### src/rtl/regfl_2r1w_param_pkg.sv
// -----------------------------------------------------------------------------
// regfl_2r1w_param_pkg
// Shared definitions for the 2-read/1-write register file:
//   - clr_state_e : clear-sequencer state encoding (ST_IDLE=1'b0, ST_CLEAR=1'b1)
//   - REGFL_DEF_DATA_W / REGFL_DEF_DEPTH : default geometry
//   - regfl_addr_w() : address width for a given entry count (minimum 1 bit)
// No ports.
// -----------------------------------------------------------------------------
package regfl_2r1w_param_pkg;

  typedef enum logic {
    ST_IDLE  = 1'b0,
    ST_CLEAR = 1'b1
  } clr_state_e;

  localparam int REGFL_DEF_DATA_W = 8;
  localparam int REGFL_DEF_DEPTH  = 4;

  // Address width needed to index 'depth' entries; never narrower than 1 bit.
  function automatic int regfl_addr_w(input int depth);
    return (depth > 1) ? $clog2(depth) : 1;
  endfunction

endpackage

### src/rtl/regfl_entry.sv
// -----------------------------------------------------------------------------
// regfl_entry
// One register-file word plus its valid bit.
// Ports:
//   clk    in   1       rising-edge clock
//   rst_b  in   1       asynchronous active-low reset (word 0, valid 0)
//   clr    in   1       synchronous clear (word 0, valid 0); wins over ld
//   ld     in   1       load d, set valid
//   d      in   DATA_W  load data
//   q      out  DATA_W  stored word
//   vld    out  1       word has been loaded since last reset/clear
// -----------------------------------------------------------------------------
module regfl_entry
  import regfl_2r1w_param_pkg::*;
#(
  parameter int DATA_W = REGFL_DEF_DATA_W
) (
  input  logic              clk,
  input  logic              rst_b,
  input  logic              clr,
  input  logic              ld,
  input  logic [DATA_W-1:0] d,
  output logic [DATA_W-1:0] q,
  output logic              vld
);

  // Storage word and valid flag; clear takes priority so a sweep always wins.
  always_ff @(posedge clk or negedge rst_b) begin
    if (!rst_b) begin
      q   <= '0;
      vld <= 1'b0;
    end else if (clr) begin
      q   <= '0;
      vld <= 1'b0;
    end else if (ld) begin
      q   <= d;
      vld <= 1'b1;
    end
  end

endmodule

### src/rtl/regfl_2r1w_param.sv
// -----------------------------------------------------------------------------
// regfl_2r1w_param
// Parametrised register file: one write port, two combinational read ports,
// per-entry valid bits and a sequenced clear (one entry per cycle) that
// holds 'busy' high for exactly DEPTH cycles and rejects writes meanwhile.
//
// Optional feature macro: REGFL_BYPASS_EN
//   defined   : an accepted write is forwarded to a read port addressing the
//               same entry in the same cycle.
//   undefined : reads show stored contents only.
//
// Ports:
//   clk       in   1       rising-edge clock
//   rst_b     in   1       asynchronous active-low reset
//   wr_e      in   1       write request
//   wr_addr   in   ADDR_W  write address
//   wr_data   in   DATA_W  write data
//   rd0_addr  in   ADDR_W  read port 0 address
//   rd0_data  out  DATA_W  read port 0 data (combinational)
//   rd0_vld   out  1       read port 0 entry valid
//   rd1_addr  in   ADDR_W  read port 1 address
//   rd1_data  out  DATA_W  read port 1 data (combinational)
//   rd1_vld   out  1       read port 1 entry valid
//   clr_req   in   1       request a sequenced clear
//   busy      out  1       clear in progress (registered)
//   wr_rej    out  1       registered pulse: previous-cycle write was rejected
// -----------------------------------------------------------------------------
module regfl_2r1w_param
  import regfl_2r1w_param_pkg::*;
#(
  parameter int DATA_W = REGFL_DEF_DATA_W,
  parameter int DEPTH  = REGFL_DEF_DEPTH,
  parameter int ADDR_W = regfl_addr_w(DEPTH)
) (
  input  logic              clk,
  input  logic              rst_b,
  input  logic              wr_e,
  input  logic [ADDR_W-1:0] wr_addr,
  input  logic [DATA_W-1:0] wr_data,
  input  logic [ADDR_W-1:0] rd0_addr,
  output logic [DATA_W-1:0] rd0_data,
  output logic              rd0_vld,
  input  logic [ADDR_W-1:0] rd1_addr,
  output logic [DATA_W-1:0] rd1_data,
  output logic              rd1_vld,
  input  logic              clr_req,
  output logic              busy,
  output logic              wr_rej
);

  // DEPTH widened by one bit so out-of-range addresses compare cleanly even
  // when DEPTH is a power of two.
  localparam logic [ADDR_W:0]   DEPTH_LIM = DEPTH[ADDR_W:0];
  localparam int                LAST_I    = DEPTH - 1;
  localparam logic [ADDR_W-1:0] LAST_PTR  = LAST_I[ADDR_W-1:0];

  clr_state_e        state;
  clr_state_e        state_nxt;
  logic [ADDR_W-1:0] clr_ptr;
  logic [ADDR_W-1:0] clr_ptr_nxt;

  logic              wr_in_range;
  logic              wr_ok;
  logic [DEPTH-1:0]  ld_vec;
  logic [DEPTH-1:0]  clr_vec;
  logic [DATA_W-1:0] ent_data [DEPTH];
  logic [DEPTH-1:0]  ent_vld;

  logic [DATA_W-1:0] mux0_data;
  logic              mux0_vld;
  logic [DATA_W-1:0] mux1_data;
  logic              mux1_vld;

  assign wr_in_range = ({1'b0, wr_addr} < DEPTH_LIM);
  assign wr_ok       = wr_e & ~busy & wr_in_range;

  // Entry array: write decode and clear-pointer decode per entry.
  for (genvar gi = 0; gi < DEPTH; gi++) begin : g_ent
    assign ld_vec[gi]  = wr_ok && (wr_addr == ADDR_W'(gi));
    assign clr_vec[gi] = (state == ST_CLEAR) && (clr_ptr == ADDR_W'(gi));

    regfl_entry #(
      .DATA_W (DATA_W)
    ) u_entry (
      .clk   (clk),
      .rst_b (rst_b),
      .clr   (clr_vec[gi]),
      .ld    (ld_vec[gi]),
      .d     (wr_data),
      .q     (ent_data[gi]),
      .vld   (ent_vld[gi])
    );
  end

  // Read port 0 AND-OR mux; an out-of-range address matches nothing and reads 0.
  always_comb begin
    mux0_data = '0;
    mux0_vld  = 1'b0;
    for (int i = 0; i < DEPTH; i++) begin
      mux0_data = mux0_data | (ent_data[i] & {DATA_W{rd0_addr == ADDR_W'(i)}});
      mux0_vld  = mux0_vld  | (ent_vld[i]  &        (rd0_addr == ADDR_W'(i)));
    end
  end

  // Read port 1 AND-OR mux, same structure as port 0.
  always_comb begin
    mux1_data = '0;
    mux1_vld  = 1'b0;
    for (int i = 0; i < DEPTH; i++) begin
      mux1_data = mux1_data | (ent_data[i] & {DATA_W{rd1_addr == ADDR_W'(i)}});
      mux1_vld  = mux1_vld  | (ent_vld[i]  &        (rd1_addr == ADDR_W'(i)));
    end
  end

`ifdef REGFL_BYPASS_EN
  // Read outputs with same-cycle forwarding of an accepted write only.
  always_comb begin
    rd0_data = mux0_data;
    rd0_vld  = mux0_vld;
    rd1_data = mux1_data;
    rd1_vld  = mux1_vld;
    if (wr_ok && (rd0_addr == wr_addr)) begin
      rd0_data = wr_data;
      rd0_vld  = 1'b1;
    end else begin
      rd0_data = mux0_data;
      rd0_vld  = mux0_vld;
    end
    if (wr_ok && (rd1_addr == wr_addr)) begin
      rd1_data = wr_data;
      rd1_vld  = 1'b1;
    end else begin
      rd1_data = mux1_data;
      rd1_vld  = mux1_vld;
    end
  end
`else
  // Read outputs show stored contents only.
  always_comb begin
    rd0_data = mux0_data;
    rd0_vld  = mux0_vld;
    rd1_data = mux1_data;
    rd1_vld  = mux1_vld;
  end
`endif

  // Clear sequencer next state: IDLE arms on clr_req, CLEAR walks 0..DEPTH-1
  // once and ignores clr_req while walking.
  always_comb begin
    state_nxt   = state;
    clr_ptr_nxt = clr_ptr;
    case (state)
      ST_IDLE: begin
        if (clr_req) begin
          state_nxt   = ST_CLEAR;
          clr_ptr_nxt = '0;
        end else begin
          state_nxt   = ST_IDLE;
          clr_ptr_nxt = clr_ptr;
        end
      end
      ST_CLEAR: begin
        if (clr_ptr == LAST_PTR) begin
          state_nxt   = ST_IDLE;
          clr_ptr_nxt = '0;
        end else begin
          state_nxt   = ST_CLEAR;
          clr_ptr_nxt = clr_ptr + ADDR_W'(1);
        end
      end
      default: begin
        state_nxt   = ST_IDLE;
        clr_ptr_nxt = '0;
      end
    endcase
  end

  // Sequencer registers; busy is loaded from the next state so it tracks
  // state==CLEAR exactly, without a combinational path to the output.
  always_ff @(posedge clk or negedge rst_b) begin
    if (!rst_b) begin
      state   <= ST_IDLE;
      clr_ptr <= '0;
      busy    <= 1'b0;
    end else begin
      state   <= state_nxt;
      clr_ptr <= clr_ptr_nxt;
      busy    <= (state_nxt == ST_CLEAR);
    end
  end

  // Rejection flag: a requested write that was not accepted this cycle.
  always_ff @(posedge clk or negedge rst_b) begin
    if (!rst_b) begin
      wr_rej <= 1'b0;
    end else begin
      wr_rej <= wr_e & ~wr_ok;
    end
  end

endmodule

### config.mk
export PLATFORM = sky130hd
export DESIGN_NAME = regfl_2r1w_param
export DESIGN_NICKNAME = d
export VERILOG_FILES = /design/src/rtl/regfl_2r1w_param_pkg.sv /design/src/rtl/regfl_entry.sv /design/src/rtl/regfl_2r1w_param.sv
export SDC_FILE = /design/constraint.sdc
export NUM_CORES = 1
export LEC_CHECK = 0
export CELL_PAD_IN_SITES_DETAIL_PLACEMENT = 1
export CELL_PAD_IN_SITES_GLOBAL_PLACEMENT = 2
export CORE_MARGIN = 3
export CORE_UTILIZATION = 40
export DETAILED_ROUTE_END_ITERATION = 10
export GPL_TIMING_DRIVEN = 0
export PLACE_DENSITY_LB_ADDON = 0.08
export SLEW_MARGIN = 10
export SYNTH_ARGS = -nofsm -noshare
export SYNTH_HDL_FRONTEND = slang
export SYNTH_SLANG_ARGS = --single-unit
### constraint.sdc
create_clock -name clk -period 4.07 [get_ports clk]
set_input_delay 0.814 -clock clk [delete_from_list [all_inputs] [get_ports clk]]
set_output_delay 0.814 -clock clk [all_outputs]
set_load 0.005 [all_outputs]
==> Word level (Yosys, flattened, before mapping) <==
Cells that the tools add are included.
{ "word_totals": {"ram_bits": 0, "romBits": 0, "word_cells": 95, "regBits": 40, "latch_bits": 0, "n_memories": 0} }
{ "op_classes": {"bitwise": 32, "reduce_logical": 16, "n_addsub": 1, "shifts": 0, "eq_ne": 13, "n_mul": 0, "mux": 22, "n_lt_le_gt_ge": 0, "n_div": 0} }
{ "ops": {"columns": ["operator", "n"], "rows": [
  ["8-bit bitwise AND", 8],
  ["8-bit 2-to-1 mux", 8],
  ["8-bit bitwise OR", 6],
  ["2-bit equality test, second input constant", 8],
  ["1-bit bitwise AND", 10],
  ["1-bit 2-to-1 mux", 10],
  ["2-bit by 1-bit equality test with 1-bit output, second input constant", 4],
  ["1-bit logical AND", 8],
  ["2-bit zero test", 4],
  ["2-bit nonzero test", 4],
  ["1-bit bitwise OR", 6],
  ["2-bit 2-to-1 mux", 2],
  ["2-bit case mux with 2 select lines", 1],
  ["2-bit by 1-bit adder with 2-bit output, second input constant", 1],
  ["2-bit inequality test, second input constant", 1],
  ["1-bit NOT", 2],
  ["1-bit case mux with 2 select lines", 1]
]} }

==> Logic depth before layout (Yosys ltp) <==
Gate-level depths: netlist of the first run.
{ "logic_depth": {"depth_word": 5, "ltp_mapped": 4} }

==> Cells and area by module <==
From an unflattened synthesis of the first run, not the netlist that was laid out.
{ "unflattened": {"hier_cells": 165, "hier_area_um2": 2155.8} }
{ "by_module_without_submodules": {"columns": ["module", "area_each_um2", "cells_per_inst", "n_inst"], "rows": [
  ["regfl_entry", 357.8, 29, 4],
  ["regfl_2r1w_param", 724.4, 49, 1]
]} }

==> Worst setup path after synthesis of the first run <==
OpenSTA, ideal clock, no wires.
{ "synth_path": {"kind": "input port to output port", "from": "input port rd0_addr[0]", "to": "output port rd0_data[0]", "t_required_ns": 3.256, "stages": 2, "setup_slack_ns": 1.657, "path_buffers": 1, "arrival_time_ns": 1.599, "cell_sequence": "buf_2 mux4_2"} }
{ "synth_between": {"elab_chain_len": 5} }
{ "synth_lines": {"columns": ["item", "line", "source"], "rows": [
  ["start: declaration", "regfl_2r1w_param.sv:40", "input logic [ADDR_W-1:0] rd0_addr,"],
  ["2-bit by 1-bit equality test with 1-bit output or 2-bit zero test (tied branches)", "regfl_2r1w_param.sv:100", "mux0_data = mux0_data | (ent_data[i] & {DATA_W{rd0_addr == ADDR_W'(i)}});"],
  ["8-bit bitwise AND", "regfl_2r1w_param.sv:100", null],
  ["8-bit bitwise OR (2 in series)", "regfl_2r1w_param.sv:100", null],
  ["8-bit bitwise OR *", "regfl_2r1w_param.sv:100", null],
  ["end: declaration", "regfl_2r1w_param.sv:41", "output logic [DATA_W-1:0] rd0_data,"]
]} }
Mark *: on every way between the ends. The rest lies on a longest branch, timed or not.

==> Worst setup path in the final report of the first run <==
{ "layout_path": {"from": "input port rd0_addr[1]", "to": "output port rd0_data[7]"} }
Same word-level chain as after synthesis.

==> run summary, run 1 <==
Outcome - finished clean
Die H - 81.97 um
Yosys top cell area share - 43.36%
Die X - 81.97 um
Vias - 1562
Crit path required time - 3.26 ns
DRC Markers - 0
CTS H-tree depth - 2
Post-Syn Area per Cell - 14.43 um2
Internal power - 1.125 mW
Top cells by count, synth - dfrtp_1 (40), a21boi_0 (32), mux2_2 (24), mux4_2 (18), mux2_4 (8)
GR met3 Demand/Resource - 2.741%
Leakage - 1.269 nW
Count leader, synth - dfrtp_1
Setup violators final - 0
Largest buffer count on any clock path - 2
Max cap viols - 0
Hold Crit Class - input pin to async pin
Post-synthesis cell area - 2308 um2
Routed WL - 6207 um
Core box area - 5540 um2
FF+latch count, synth - 40
N_diodes - 0
PortBufs - 33
Multi-input gate area - 1229 um2
Placed cell area - 2744 um2
Crit Path Class - input pin to output pin
Cell taking the most area after synthesis - dfrtp_1
CP max-delay cell - buf_1
Max stage delay on crit path - 0.50 ns
Area Growth Syn to Fin - 23.52%
Post-synth EDFFs - 0
# hold bufs at CTS - 0
Synth Flop Type - dfrtp_1
Post-synthesis cell type count - 22
Insertion delay to the later sink of the worst-skew pair - 0.30 ns
Global-route wire length before repair - 9722 um
Largest net degree at the start of global routing - 30
Seq pwr share - 37.6%
Cell Rows - 27
Drt initial violations - 51
Slew Limit Fails - 0
Critical path peak fanout - 9
Register area share after synthesis - 43.36%
Pre-antenna DRT Iters - 4
Final hold viol count - 0
Post-DP HPWL - 4186 um
Synthesized Nets - 182
Worst path cell trace - buf_1 > mux4_2 > clkdlybuf4s50_1
Period utilisation layout - 74.38%
Switch Pwr - 0.5431 mW
Die area - 6719 um2
M2 GR Usage - 33.84%
Max IR drop VDD - 0.3536 mV
CTS tree - done
PwrDens - 584.9 nW/um2
Critical Path Start Type - input pin
Power share of the clock group - 19.7%
Resize count post-CTS - 0
Fill cells - 557
Logic pwr share - 42.7%
Final instance area - 2851 um2
Post-DR vias/cell - 5.701
GPL Wtd Cong - 0.7309
Fin Clk Skew - 0.008153 ns
Syn Inst Count - 160
CTS sink count - 40
CP endpoint kind - output pin
Number of global-route vias before repair - 1761
Sw Ratio - 32.56%
Total grt overflow - 0
Fin Setup TNS - 0 ns
Fmax achieved - 330.3 MHz
Num ports - 38
Seq. cell area - 1001 um2
Top cells by area, synth - dfrtp_1 (43%), mux4_2 (18%), mux2_2 (12%)
Initial cell density of the core - 41.67%
Grt peak-use layer - met2
Met1 GRT Util - 26.45%
Number of nets in the layout - 223
Async set or reset register ratio after synthesis - 100.0%
Max-slew headroom - 53.80%
Layout cells sized above 1 - 34.16%
Unrepaired setup endpoints after global routing - false
Synth Warn # - 0
Post-route ant nets - 0
Average wire per standard cell - 22.65 um
Worst-margin pin slew - 0.6929 ns
Post-CTS Setup Bufs - 0
Core Util, Final - 51.47%
Total GRT Usage - 20.14%
Clock root cell - clkbuf_8
CTS buffer count - 5
Arr. time, crit path - 2.21 ns
Crit path time final - 3.027 ns
Reg clk slew, reported paths - 0.08 ns
Initial antenna violation count - 0
[stage by stage]
stage               setup WS [ns]  cells  hold WS [ns]  total power, mW
global route                1.007    274        0.4131            1.769
global placement            1.065    265        0.6035            1.312
detailed placement          1.058    266        0.6260            1.351
CTS                         1.039    274        0.4029            1.685
finish                      1.043    274        0.4071            1.668
floorplan                   1.657    160        0.5184            1.032
[cell families (layout without fill, tap and decap cells)]
logic type | Yosys count | count (layout) | synth area share, %
multiplexers | 51 | 51 | 34.91
flip-flops | 40 | 40 | 43.36
AO/OA/AOI/OAI | 38 | 38 | 12.79
buffers and inverters | 16 | 58 | 3.414
AND/OR/NAND/NOR | 11 | 11 | 3.361
adder cells (fa/ha/maj) | 4 | 4 | 2.168
[flip-flops by register name (all words and copies together), names as in the netlist]
register           cells
g_ent.u_entry.q       32
state                  1
g_ent.u_entry.vld      4
clr_ptr                2
wr_rej                 1
[worst paths after layout]
check | slack [ns] | cells after the start | startpoint | end
max in group asynchronous | 3.18 | 2 | rst_b | g_ent[0].u_entry.q[4]$_DFFE_PN0P_
hold reg to reg | 0.64 | 2 | clr_ptr[1]$_DFFE_PN0P_ | clr_ptr[1]$_DFFE_PN0P_
setup reg to reg | 2.32 | 3 | state$_DFF_PN0_ | g_ent[3].u_entry.q[7]$_DFFE_PN0P_
setup / recovery | 1.04 | 3 | rd0_addr[1] | rd0_data[7]
hold / removal | 0.41 | 1 | rst_b | g_ent[3].u_entry.vld$_DFFE_PN0P_
min in group clk | 0.64 | 2 | clr_ptr[1]$_DFFE_PN0P_ | clr_ptr[1]$_DFFE_PN0P_
[worst max-delay path: cells and delay by family]
| family | cells | cell delay (ns) |
|---|---|---|
| buf+inv | 2 | 0.97 |
| mux | 1 | 0.42 |
[power groups by stage]
stage          Combinational (mW)  Sequential (mW)  Clock (mW)
5_1_grt                     0.772            0.645       0.352
2_1_floorplan               0.435            0.597           0
3_3_place_gp                0.696            0.616           0
3_5_place_dp                0.718            0.633           0
4_1_cts                     0.723            0.626       0.336
6_report                    0.712            0.627       0.329
[area by class of cell]
type	count	share of cell area [%]
buffer	13	2.369
clock buffer	6	2.545
clock inverter	2	1.229
inverter	3	0.3949
multi-input combinational	104	43.09
sequential	40	35.10
tap	72	3.159
timing repair buffer	34	12.11
[layer usage]
metal / part of all wire [%] / wire [um]
met1: 45 / 2814
met2: 50 / 3126
met3: 2.7 / 169
met4: 1.5 / 96
met5: 0 / 0
[placed cells by master, fill, tap and decap left out, drive strengths merged, types with 2 or more instances in the layout]
cell type,synthesis,final
a21bo,4,4
mux4,18,18
ha,4,4
clkbuf,7,13
mux2,32,32
clkdlybuf4s50,0,32
inv,3,3
a21boi,32,32
buf,6,8
nand4bb,2,2
dfrtp,40,40
nand2,5,5
Note: power is estimated with default switching activity, not from simulation.
==> inputs of run 2 (changes only) <==
--- a/config.mk
+++ b/config.mk
@@ -8,7 +8,7 @@
 export CELL_PAD_IN_SITES_DETAIL_PLACEMENT = 1
 export CELL_PAD_IN_SITES_GLOBAL_PLACEMENT = 2
 export CORE_MARGIN = 3
-export CORE_UTILIZATION = 40
+export CORE_UTILIZATION = 37
 export DETAILED_ROUTE_END_ITERATION = 10
 export GPL_TIMING_DRIVEN = 0
 export PLACE_DENSITY_LB_ADDON = 0.08
==> constraint.sdc (replaced) <==
create_clock -name clk -period 3.04 [get_ports clk]
set_input_delay 0.608 -clock clk [delete_from_list [all_inputs] [get_ports clk]]
set_output_delay 0.608 -clock clk [all_outputs]
set_load 0.005 [all_outputs]
==> run 2 against run 1 <==
Compared with the run above:
- combinational power up 34%
- via count down 0.64%
- die area grew 7.5%
- clock skew is 0.0022 ns lower
- critical path depth stayed put
- hold slack worse by 0.19 ns
- setup slack got worse by 0.64 ns
- sequential power increased by 33%
- sequential share of layout area increased by 0.20 points
- count of clock-buffer cells in the layout shrank 1
- critical path type unchanged
- highest routed layer unchanged
==> run summary, run 2 (synthesized netlist as in run 1, its figures left out) <==
Average wire per standard cell - 22.50 um (was 22.65 um)
Min Hold Slack - 0.2188 ns (was 0.4071 ns)
PortBufs - 33 (unchanged)
Biggest regs - g_ent.u_entry.q x32, g_ent.u_entry.vld x4, clr_ptr x2 (unchanged)
Unrepaired setup endpoints after global routing - false (unchanged)
N_diodes - 0 (unchanged)
Crit path required time - 2.43 ns (was 3.26 ns)
Pre-antenna DRT Iters - 4 (unchanged)
Resize count post-CTS - 0 (unchanged)
Num ports - 38 (unchanged)
Post-DP HPWL - 4246 um (was 4186 um)
Initial cell density of the core - 38.53% (was 41.67%)
Period utilisation layout - 86.67%
Final instance area - 2835 um2 (was 2851 um2)
Max stage delay on crit path - 0.53 ns (was 0.50 ns)
CTS sink count - 40 (unchanged)
CTS buffer count - 5 (unchanged)
Die X - 84.99 um (was 81.97 um)
Tot Pwr - 2.138 mW (was 1.668 mW)
Top reg by flops - g_ent.u_entry.q (unchanged)
Post-CTS Setup Bufs - 0 (unchanged)
Layout cells sized above 1 - 34.65% (was 34.16%)
Die area - 7222 um2 (was 6719 um2)
Setup violators final - 0 (unchanged)
Max cap viols - 0 (unchanged)
Fin Clk Skew - 0.005917 ns (was 0.008153 ns)
WP buf/inv - 2 (unchanged)
Delay-heaviest family, CP - buffers and inverters (unchanged)
Max-slew headroom - 52.37% (was 53.80%)
Arr. time, crit path - 2.03 ns (was 2.21 ns)
Largest net degree at the start of global routing - 28 (was 30)
CP endpoint kind - output pin (unchanged)
Leakage - 1.262 nW (was 1.269 nW)
GPL Wtd Cong - 0.7428 (was 0.7309)
Fin Setup TNS - 0 ns (unchanged)
Initial antenna violation count - 0 (unchanged)
Crit path time final - 2.635 ns
Cell Count, Final, Fillers Out - 277 (was 274)
CTS tree - done (unchanged)
Final hold viol count - 0 (unchanged)
Largest buffer count on any clock path - 2 (unchanged)
Outcome - finished clean (unchanged)
Fmax achieved - 379.6 MHz
Cell Rows - 28 (was 27)
Dpl ws - 0.3963 ns (was 1.058 ns)
Max IR drop VDD - 0.4076 mV (was 0.3536 mV)
Placed cell area - 2748 um2 (was 2744 um2)
DRC Markers - 0 (unchanged)
Crit Path Class - input pin to output pin (unchanged)
PwrDens - 754.1 nW/um2 (was 584.9 nW/um2)
Critical Path Start Type - input pin (unchanged)
Total grt overflow - 0 (unchanged)
Vias - 1552 (was 1562)
Max reg flops - 32 (unchanged)
Insertion delay to the later sink of the worst-skew pair - 0.29 ns (was 0.30 ns)
Global-route wire length before repair - 10160 um (was 9722 um)
Placed cells - 269 (was 266)
Critical path peak fanout - 9 (unchanged)
Hold Crit Class - input pin to async pin (unchanged)
Area Growth Syn to Fin - 22.82% (was 23.52%)
Reg clk slew, reported paths - 0.08 ns (about the same)
Setup ws final - 0.4054 ns (was 1.043 ns)
Worst path cell trace - buf_1 > mux4_2 > clkdlybuf4s50_1 (unchanged)
Total GRT Usage - 18.82% (was 20.14%)
Drt initial violations - 32 (was 51)
Commonest cells after routing, fill and taps aside - dfrtp_1 (40), a21boi_0 (32), clkdlybuf4s50_1 (32) (unchanged)
CP max-delay cell - buf_1 (unchanged)
Post-route ant nets - 0 (unchanged)
Number of global-route vias before repair - 1760 (was 1761)
Post-DR vias/cell - 5.603 (was 5.701)
Core box area - 5991 um2 (was 5540 um2)
Routed WL - 6233 um (was 6207 um)
Core Util, Final - 47.33% (was 51.47%)
Clock root cell - clkbuf_8 (unchanged)
Worst-margin pin slew - 0.7106 ns (was 0.6929 ns)
# hold bufs at CTS - 0 (unchanged)
CTS H-tree depth - 2 (unchanged)
Most common cell after layout, fill and taps aside - dfrtp_1 (unchanged)
Die H - 84.99 um (was 81.97 um)
Slew Limit Fails - 0 (unchanged)
Number of nets in the layout - 223 (unchanged)
[run 2: changes by cell type in the layout (fill, tap and decap cells not counted)]
cell,previous run,this run
clkinv_4,0,1
clkbuf_1,7,6
bufinv_16,1,0
clkinv_2,1,2
[run 2: worst paths after layout]
path / startpoint / endpoint / slack [ns] / cells after the start
min in group clk: g_ent[3].u_entry.vld$_DFFE_PN0P_ / g_ent[3].u_entry.vld$_DFFE_PN0P_ / 0.65 / 2
worst max-delay path: rd1_addr[1] / rd1_data[7] / 0.41 / 3
max in group asynchronous: rst_b / g_ent[1].u_entry.q[3]$_DFFE_PN0P_ / 2.35 / 2
worst min-delay path: rst_b / wr_rej$_DFF_PN0_ / 0.22 / 1
worst min register to register: g_ent[3].u_entry.vld$_DFFE_PN0P_ / g_ent[3].u_entry.vld$_DFFE_PN0P_ / 0.65 / 2
worst max register to register: state$_DFF_PN0_ / g_ent[3].u_entry.q[0]$_DFFE_PN0P_ / 1.25 / 3
[run 2: power by group]
group / leakage, nW / internal, mW / switching (mW)
combinational: 0.678 / 0.553 / 0.402
clock: 0.0479 / 0.160 / 0.189
sequential: 0.536 / 0.710 / 0.124
total: 1.26 / 1.42 / 0.715
[run 2: worst reg2reg max path, stage by stage, from the launching register on]
cell and delay, ns:
dfrtp_1 0.39, buf_6 0.14, nand4b_1 0.64, mux2_2 0.51
[run 2: per-layer routing]
layer  up-vias  part of all wire [%]  GRT usage, %
met5         -                     0             0
met4         0                  0.39         3.453
met3         2                   3.1         3.689
met2        22                    55         34.04
met1       835                    41         23.44
li1        693                     -             -
[run 2: layout make-up]
class                           instances  area, um2
Fill cell                             614       3156
Multi-Input combinational cell        104       1229
Sequential cell                        40       1001
Timing Repair Buffer                   34      345.3
Tap cell                               75      93.84
Clock buffer                            5      68.82
Buffer                                 13      67.56
Clock inverter                          3      18.77
Inverter                                3      11.26
